===== config.mk =====
export PLATFORM = sky130hd
export DESIGN_NAME = pcs_rx_block_sync
export DESIGN_NICKNAME = d
export VERILOG_FILES = /design/src/rtl/pcs_rx_block_sync_pkg.sv /design/src/rtl/pcs_rx_block_sync.sv
export SDC_FILE = /design/constraint.sdc
export NUM_CORES = 1
export LEC_CHECK = 0
export CORE_ASPECT_RATIO = 0.8
export CORE_UTILIZATION = 50
export DETAILED_ROUTE_END_ITERATION = 8
export GPL_ROUTABILITY_DRIVEN = 0
export HOLD_SLACK_MARGIN = 0.06
export PLACE_DENSITY_LB_ADDON = 0.15
export RECOVER_POWER = 50
export SETUP_SLACK_MARGIN = 0.4
export SYNTH_ARGS = -nofsm -noshare
export SYNTH_HDL_FRONTEND = slang
export SYNTH_SLANG_ARGS = --single-unit

===== constraint.sdc =====
create_clock -name clk -period 1.85 [get_ports clk]
set_input_delay 0.37 -clock clk [delete_from_list [all_inputs] [get_ports clk]]
set_output_delay 0.37 -clock clk [all_outputs]
set_load 0.02 [all_outputs]

===== src/rtl/pcs_rx_block_sync_pkg.sv =====
// pcs_rx_block_sync_pkg: shared PCS rx constants, window defaults and block-sync state type.
package pcs_rx_block_sync_pkg;

    localparam logic [1:0] SYNC_DATA = 2'b01;
    localparam logic [1:0] SYNC_CTRL = 2'b10;

    localparam int SH_CNT_MAX_DEF   = 64;
    localparam int SH_INVLD_MAX_DEF = 16;

    typedef enum logic [1:0] {
        INIT         = 2'd0,
        TEST         = 2'd1,
        SLIP_WAIT_ST = 2'd2,
        LOCKED       = 2'd3
    } bsync_state_e;

endpackage


===== src/rtl/pcs_rx_block_sync.sv =====
// pcs_rx_block_sync: sync-header block lock FSM between the rx gearbox (slip consumer) and the descrambler.
module pcs_rx_block_sync
    import pcs_rx_block_sync_pkg::*;
#(
    parameter int HEAD_W       = 2,
    parameter int SH_CNT_MAX   = SH_CNT_MAX_DEF,
    parameter int SH_INVLD_MAX = SH_INVLD_MAX_DEF,
    parameter int SLIP_WAIT    = 2
) (
    input  logic              clk,
    input  logic              nreset,
    input  logic              signal_v_i,
    input  logic              valid_i,
    input  logic [HEAD_W-1:0] head_i,
    output logic              slip_v_o,
    output logic              lock_v_o,
    output logic [4:0]        sh_invld_cnt_o
);

    localparam int CNT_W  = $clog2(SH_CNT_MAX + 1);
    localparam int WAIT_W = (SLIP_WAIT > 1) ? $clog2(SLIP_WAIT) : 1;
    localparam logic [WAIT_W-1:0] WAIT_LAST = WAIT_W'((SLIP_WAIT > 0) ? SLIP_WAIT - 1 : 0);

    bsync_state_e      r_state, w_state_nxt;
    logic [CNT_W-1:0]  r_sh_cnt, w_sh_cnt_nxt, w_cnt_inc;
    logic [4:0]        r_invld, w_invld_nxt, w_invld_inc;
    logic [WAIT_W-1:0] r_wait, w_wait_nxt;
    logic              r_slip, w_slip_nxt;
    logic              r_lock, w_lock_nxt;
    logic              w_eval, w_hdr_ok, w_cnt_full, w_invld_full, w_wait_done;

    assign w_eval       = valid_i & signal_v_i;
    assign w_hdr_ok     = (head_i == HEAD_W'(SYNC_DATA)) || (head_i == HEAD_W'(SYNC_CTRL));
    assign w_cnt_inc    = r_sh_cnt + CNT_W'(1);
    assign w_invld_inc  = r_invld + 5'd1;
    assign w_cnt_full   = (w_cnt_inc == CNT_W'(SH_CNT_MAX));
    assign w_invld_full = (w_invld_inc == 5'(SH_INVLD_MAX));
    // The block that triggered the slip is already behind us; only later blocks are discarded.
    assign w_wait_done  = (SLIP_WAIT == 0) || (valid_i && r_wait == WAIT_LAST);

    always_comb begin
        w_state_nxt  = r_state;
        w_sh_cnt_nxt = r_sh_cnt;
        w_invld_nxt  = r_invld;
        w_wait_nxt   = r_wait;
        w_slip_nxt   = 1'b0;
        w_lock_nxt   = r_lock;
        if (!signal_v_i) begin
            w_state_nxt  = INIT;
            w_sh_cnt_nxt = '0;
            w_invld_nxt  = '0;
            w_wait_nxt   = '0;
            w_lock_nxt   = 1'b0;
        end else begin
            case (r_state)
                INIT: begin
                    w_state_nxt  = TEST;
                    w_sh_cnt_nxt = '0;
                    w_invld_nxt  = '0;
                    w_wait_nxt   = '0;
                    w_lock_nxt   = 1'b0;
                end
                TEST: begin
                    if (w_eval && !w_hdr_ok) begin
                        w_state_nxt  = SLIP_WAIT_ST;
                        w_slip_nxt   = 1'b1;
                        w_sh_cnt_nxt = '0;
                        w_invld_nxt  = '0;
                        w_wait_nxt   = '0;
                    end else if (w_eval && w_cnt_full) begin
                        w_state_nxt  = LOCKED;
                        w_lock_nxt   = 1'b1;
                        w_sh_cnt_nxt = '0;
                        w_invld_nxt  = '0;
                    end else if (w_eval) begin
                        w_sh_cnt_nxt = w_cnt_inc;
                    end
                end
                SLIP_WAIT_ST: begin
                    if (w_wait_done) begin
                        w_state_nxt  = TEST;
                        w_wait_nxt   = '0;
                        w_sh_cnt_nxt = '0;
                        w_invld_nxt  = '0;
                    end else if (valid_i) begin
                        w_wait_nxt = r_wait + WAIT_W'(1);
                    end
                end
                LOCKED: begin
                    // Unlock wins over window rollover when both land on the same header.
                    if (w_eval && !w_hdr_ok && w_invld_full) begin
                        w_state_nxt  = SLIP_WAIT_ST;
                        w_lock_nxt   = 1'b0;
                        w_slip_nxt   = 1'b1;
                        w_sh_cnt_nxt = '0;
                        w_invld_nxt  = '0;
                        w_wait_nxt   = '0;
                    end else if (w_eval && w_cnt_full) begin
                        w_sh_cnt_nxt = '0;
                        w_invld_nxt  = '0;
                    end else if (w_eval) begin
                        w_sh_cnt_nxt = w_cnt_inc;
                        w_invld_nxt  = w_hdr_ok ? r_invld : w_invld_inc;
                    end
                end
                default: w_state_nxt = INIT;
            endcase
        end
    end

    always_ff @(posedge clk or negedge nreset) begin
        if (!nreset) begin
            r_state  <= INIT;
            r_sh_cnt <= '0;
            r_invld  <= '0;
            r_wait   <= '0;
            r_slip   <= 1'b0;
            r_lock   <= 1'b0;
        end else begin
            r_state  <= w_state_nxt;
            r_sh_cnt <= w_sh_cnt_nxt;
            r_invld  <= w_invld_nxt;
            r_wait   <= w_wait_nxt;
            r_slip   <= w_slip_nxt;
            r_lock   <= w_lock_nxt;
        end
    end

    assign slip_v_o       = r_slip;
    assign lock_v_o       = r_lock;
    assign sh_invld_cnt_o = r_invld;

endmodule


## After elaboration in Yosys (flattened, before gate mapping)

Cells that the tools add are included.

- Register bits: 17
- Word-level logic and storage cells: 74

- $add $sub $neg: 3
- Equal/unequal tests: 17
- Mux-type cells: 36
- Bitwise operators: 1
- Reductions and logical operators: 11

Operators with widths:

| cell | number |
|---|---|
| $mux 7 | 6 |
| $mux 5 | 8 |
| $pmux 7 s4 | 1 |
| $pmux 5 s4 | 1 |
| $ne 3x3->1 const B | 5 |
| $mux 1 | 11 |
| $mux 2 | 5 |
| $ne 5x5->1 const B | 2 |
| $ne 4x4->1 const B | 2 |
| $pmux 2 s4 | 1 |
| $reduce_and 4->1 | 2 |
| $add 7x1->7 const B | 1 |
| $eq 7x7->1 const B | 1 |
| $eq 2x2->1 const B | 3 |
| $reduce_and 3->1 | 2 |
| $add 5x1->5 const B | 1 |
| $eq 5x5->1 const B | 1 |
| $eq 2x1->1 const B | 2 |
| $logic_and 1x1->1 | 4 |
| $ne 4x1->1 const B | 1 |
| $pmux 1 s4 | 1 |
| $pmux 1 s3 | 1 |
| $logic_not 2->1 | 1 |
| $pmux 1 s2 | 1 |
| other kinds (4) | 4 |

## Longest topological paths before layout

- Word-level depth: 8
- Depth in mapped cells: 9
- Depth with buffers taken out: 8

## Least setup slack after synthesis

Ideal clock, no wire load.

- Kind: register to register
- Start point: reg r_invld[0], in the netlist sh_invld_cnt_o[0]
- End point: reg r_state[1]
- Library setup time: 125 ps
- Arrival time: 1,901 ps
- Data required time: 1,725 ps
- Slack: -176 ps
- Stages on the path, launching flop included: 8
- Clock period less this slack: 2,026 ps
- Cell sequence: dfrtp_1 -> ha_1 -> nor4b_1 -> nand4_1 -> nand3_1 -> or2_2 -> o311ai_2 -> mux2_4

- Word-level cells in the longest chain between the ends: 5

RTL lines:

| what | RTL line | source |
|---|---|---|
| start, declared | pcs_rx_block_sync.sv:26 | `logic [4:0] r_invld, w_invld_nxt, w_invld_inc;` |
| start signal, assigned | pcs_rx_block_sync.sv:122 | `r_invld <= w_invld_nxt;` |
| $add 5x1->5 | pcs_rx_block_sync.sv:35 | `assign w_invld_inc = r_invld + 5'd1;` |
| $eq 5x5->1 | pcs_rx_block_sync.sv:37 | `assign w_invld_full = (w_invld_inc == 5'(SH_INVLD_MAX));` |
| $logic_and 1x1->1 | pcs_rx_block_sync.sv:91 | `if (w_eval && !w_hdr_ok && w_invld_full) begin` |
| $ne 3x3->1 (no source line) | - |  |
| $reduce_and 3->1 (no source line) | - |  |
| end signal, assigned | pcs_rx_block_sync.sv:120 | `r_state <= w_state_nxt;` |
| end, declared | pcs_rx_block_sync.sv:24 | `bsync_state_e r_state, w_state_nxt;` |

Every way passes these cells.
A chain may end at the register's enable or synchronous reset.

## Worst setup path after layout

- Start point: reg r_sh_cnt[0]
- End point: reg r_state[1]

- Word-level cells in the longest chain between the ends: 5

RTL lines:

| what | RTL line | source |
|---|---|---|
| start, declared | pcs_rx_block_sync.sv:25 | `logic [CNT_W-1:0] r_sh_cnt, w_sh_cnt_nxt, w_cnt_inc;` |
| start signal, assigned | pcs_rx_block_sync.sv:121 | `r_sh_cnt <= w_sh_cnt_nxt;` |
| $add 7x1->7 | pcs_rx_block_sync.sv:34 | `assign w_cnt_inc = r_sh_cnt + CNT_W'(1);` |
| $eq 7x7->1 | pcs_rx_block_sync.sv:36 | `assign w_cnt_full = (w_cnt_inc == CNT_W'(SH_CNT_MAX));` |
| $logic_and 1x1->1 | pcs_rx_block_sync.sv:70 | `end else if (w_eval && w_cnt_full) begin` |
| $ne 4x4->1 (no source line) | - |  |
| $reduce_and 3->1 (no source line) | - |  |

Every way passes these cells.

==> results.md <==
- Status: finished, violations left
- Failing checks: setup timing
- Mapped cell area: between 0.001 and 0.0015 sq mm
- Classification of the worst-slack hold path: reg -> reg
- Vias in the first global route: 1148
- Cell count after synthesis: 130
- Core box area: 0.00221 sq mm
- Overflow after GRT: 0
- Share of the synthesized area in the top cell type: between 30% and 40%
- Crit share post-route: 108%
- Antenna diodes: 0
- Post-synth EDFFs: 0
- CP peak stage delay: 0.42 ns
- Vias post-DR: 1254
- Max Cap Viol: 0
- Post-Route Setup TNS: -1.10 ns
- Clock slew at reported path FFs: 0.11 ns
- Die span in y: 46.0 microns
- Synth Register Bits: 17
- CTS Buffer Depth: 2
- Skew final: 0.00727 ns
- Final setup violation count: 13
- Mapped Nets: 142
- Routed length per instance: 18.6 microns
- GRT busiest layer: met2
- Pre-CTS setup slack: -0.474 ns
- Sequential standard cell area: about 430 sq um
- Global-route wire length before repair: 5510 microns
- Pin count of the biggest net entering global routing: 18
- CTS tree: done
- Ys Warns: 0
- # IOs: 13
- Rows: 15
- Pins over their slew limit: 0
- Footprint of the multi-input gates: about 860 sq um
- Die area: 0.00262 sq mm
- Setup crit end kind: flip-flop
- Hold_buf cts: 0
- Worst slew pin tran: 0.980 ns
- Via-to-Cell Ratio: 6.09
- Critical-path maximum fanout: 4
- Worst reg2reg setup slack: -0.14 ns
- F_max: 502 MHz
- Most common cell in the netlist: dfrtp_1
- Leading area contributor after synthesis: dfrtp_1
- Pwr dens: about 780 mW/mm^2
- Met3 GRT Util: a little over 5%
- Layout Nets: 194
- Drt first pass iters: 4
- Synth Flop Type: dfrtp_1
- Dpl hpwl: 2400 microns
- H-tree lvl count: 1
- Lkg Pwr: 0.000852 uW
- Die W: 57.0 microns
- Ranking of synthesized cells by area: dfrtp_1 (35%), ha_1 (6.2%), a21oi_1 (4.6%), nand2_1 (3.1%), a22o_1 (2.9%)
- Critical path type: reg -> reg
- Post-synth cell types: 47
- Synth cell count leaders: dfrtp_1 (17), a21oi_1 (11), nand2_1 (10)
- Sequential share of the synthesized area: about a third
- GR Util met2: a little under half
- Area grow syn2layout: 49.5%
- CP max stage cell: dfrtp_1
- Hold slack: about 0.58 ns
- Ys async rst share: 100%
- CTS Root Cell: clkbuf_4
- Global Route Usage Sum: about 28%
- PnR worst setup slack: -0.142 ns
- Ratio of cells with drive above 1 in the final layout: 45.3%
- Final hold vios: 0
- RSZ-0062 raised after global routing: yes
- # DRC: 0
- WP data required: 2.04 ns
- CTS Buf Count: 3
- Post-route ant nets: 0
- Fillers: about 130
- Clk_lat worst skew: 0.30 ns
- VDD IR max: about 0.63 mV
- Min Clock Period, post-route: about 2.0 ns
- Syn_area_per_cell: 9.30 sq um
- Initial antenna violation count: 0
- Port Buffer Count: 12
- Final wirelength: 3820 microns
- First DRT Iteration DRCs: 56
- CTS sink cnt: 17
- Slew margin rel.: 34.7%
- Critical path cell sequence: ha_2 -> xor2_1 -> nand4_1 -> a211oi_4 -> buf_6 -> o311ai_4 -> mux2_4
- Starting Density: 54.6%
- Met1 Usage GRT: 39.0%
- Startpoint types: flip-flop
- Worst Path Arrival: 2.19 ns
==> cells in the final DEF, fill, tap and decap left out, drive strengths merged, types with 2 or more instances in the layout <==
cell type and count:
buf 42, dfrtp 17, a21oi 11, nand2 10, inv 7, nor2 7
o21ai 6, ha 6, dlygate4sd2 5, and3 5, nand3 5, clkbuf 5
nor2b 4, nand4 4, a21o 4, a22o 4, nand2b 4, or3 4
and2 3, xnor2 3, nor4b 2, o22ai 2, a31oi 2, mux2 2
==> worst max-delay path, delay by kind of cell (launching register included) <==
kind,cells,cell delay (ns)
AO/OA/AOI/OAI,2,0.45
flip-flops,1,0.42
multiplexers,1,0.32
adder cells (fa/ha/maj),1,0.23
buffers and inverters,1,0.16
AND/OR/NAND/NOR,1,0.15
XOR/XNOR,1,0.14
==> cells by family (layout without fill, tap and decap cells) <==
logic type	count (synthesis)	after routing	synth area share, %
AOI/OAI and AO/OA	38	38	22.4
xor gates and xnor gates	4	4	3.52
adders and majority gates	6	6	6.21
buffers and inverters	11	62	3.93
DFF	17	17	35.2
muxes	3	3	3.00
and+or+nand+nor	51	51	25.8
==> metrics by stage <==
stage                     utilization, %  std cells  power, uW  cell area [sq um]
after floorplan                        -        130        830               1280
after global placement              73.6        193       1030               1630
after detailed placement            73.6        193       1060               1630
after CTS                           79.2        204       1370               1750
after global routing                81.6        206       1490               1810
final                               81.6        206       1410               1810
==> final cells by class <==
| type | count | share of cell area, % |
|---|---|---|
| repair buffers | 51 | 23.5 |
| multi-input cells | 102 | 47.9 |
| flip-flops and latches | 17 | 23.9 |
| clock buffers | 3 | 1.25 |
| well taps | 25 | 1.73 |
| clock inverters | 1 | 0.277 |
| inverters | 7 | 1.45 |
==> power by group <==
group / leakage (uW) / switching, uW / internal [uW]
Sequential: 0.000226 / 36.5 / 410
Clock: 0.0000177 / 131 / 80.7
Combinational: 0.000609 / 387 / 370
Total: 0.000852 / 554 / 860
==> routing by layer <==
| layer | up-vias | wire length, microns |
|---|---|---|
| met5 | - | 0 |
| met4 | 0 | 38 |
| met3 | 6 | 282 |
| met2 | 55 | 1880 |
| met1 | 610 | 1620 |
| li1 | 583 | - |
==> what timing repair did <==
action                                 4_1_cts  5_1_grt
setup endpoints to repair                   23       22
resized for setup                           41       14
endpoints found under the hold margin        0        0
setup buffers                                7        2
cloned                                       0        0
pin swaps                                   11        7
==> worst paths after layout <==
kind / end / from / cells past startpoint
min in group asynchronous: r_sh_cnt[6]$_DFFE_PN0P_ / nreset / 2
setup / recovery: r_state[1]$_DFFE_PN0P_ / r_sh_cnt[0]$_DFFE_PN0P_ / 7
max in group asynchronous: sh_invld_cnt_o[2]$_DFFE_PN0P_ / nreset / 2
setup reg to reg: r_state[1]$_DFFE_PN0P_ / r_sh_cnt[0]$_DFFE_PN0P_ / 7
hold / removal: r_wait$_DFFE_PN0P_ / r_wait$_DFFE_PN0P_ / 1
hold reg to reg: r_wait$_DFFE_PN0P_ / r_wait$_DFFE_PN0P_ / 1
==> flip-flops by register name, summed over array words and instances, names as in the netlist <==
register        flops
r_wait              1
sh_invld_cnt_o      5
r_state             2
r_sh_cnt            7
lock_v_o            1
slip_v_o            1
No activity file was read; power rests on OpenSTA's default activity.
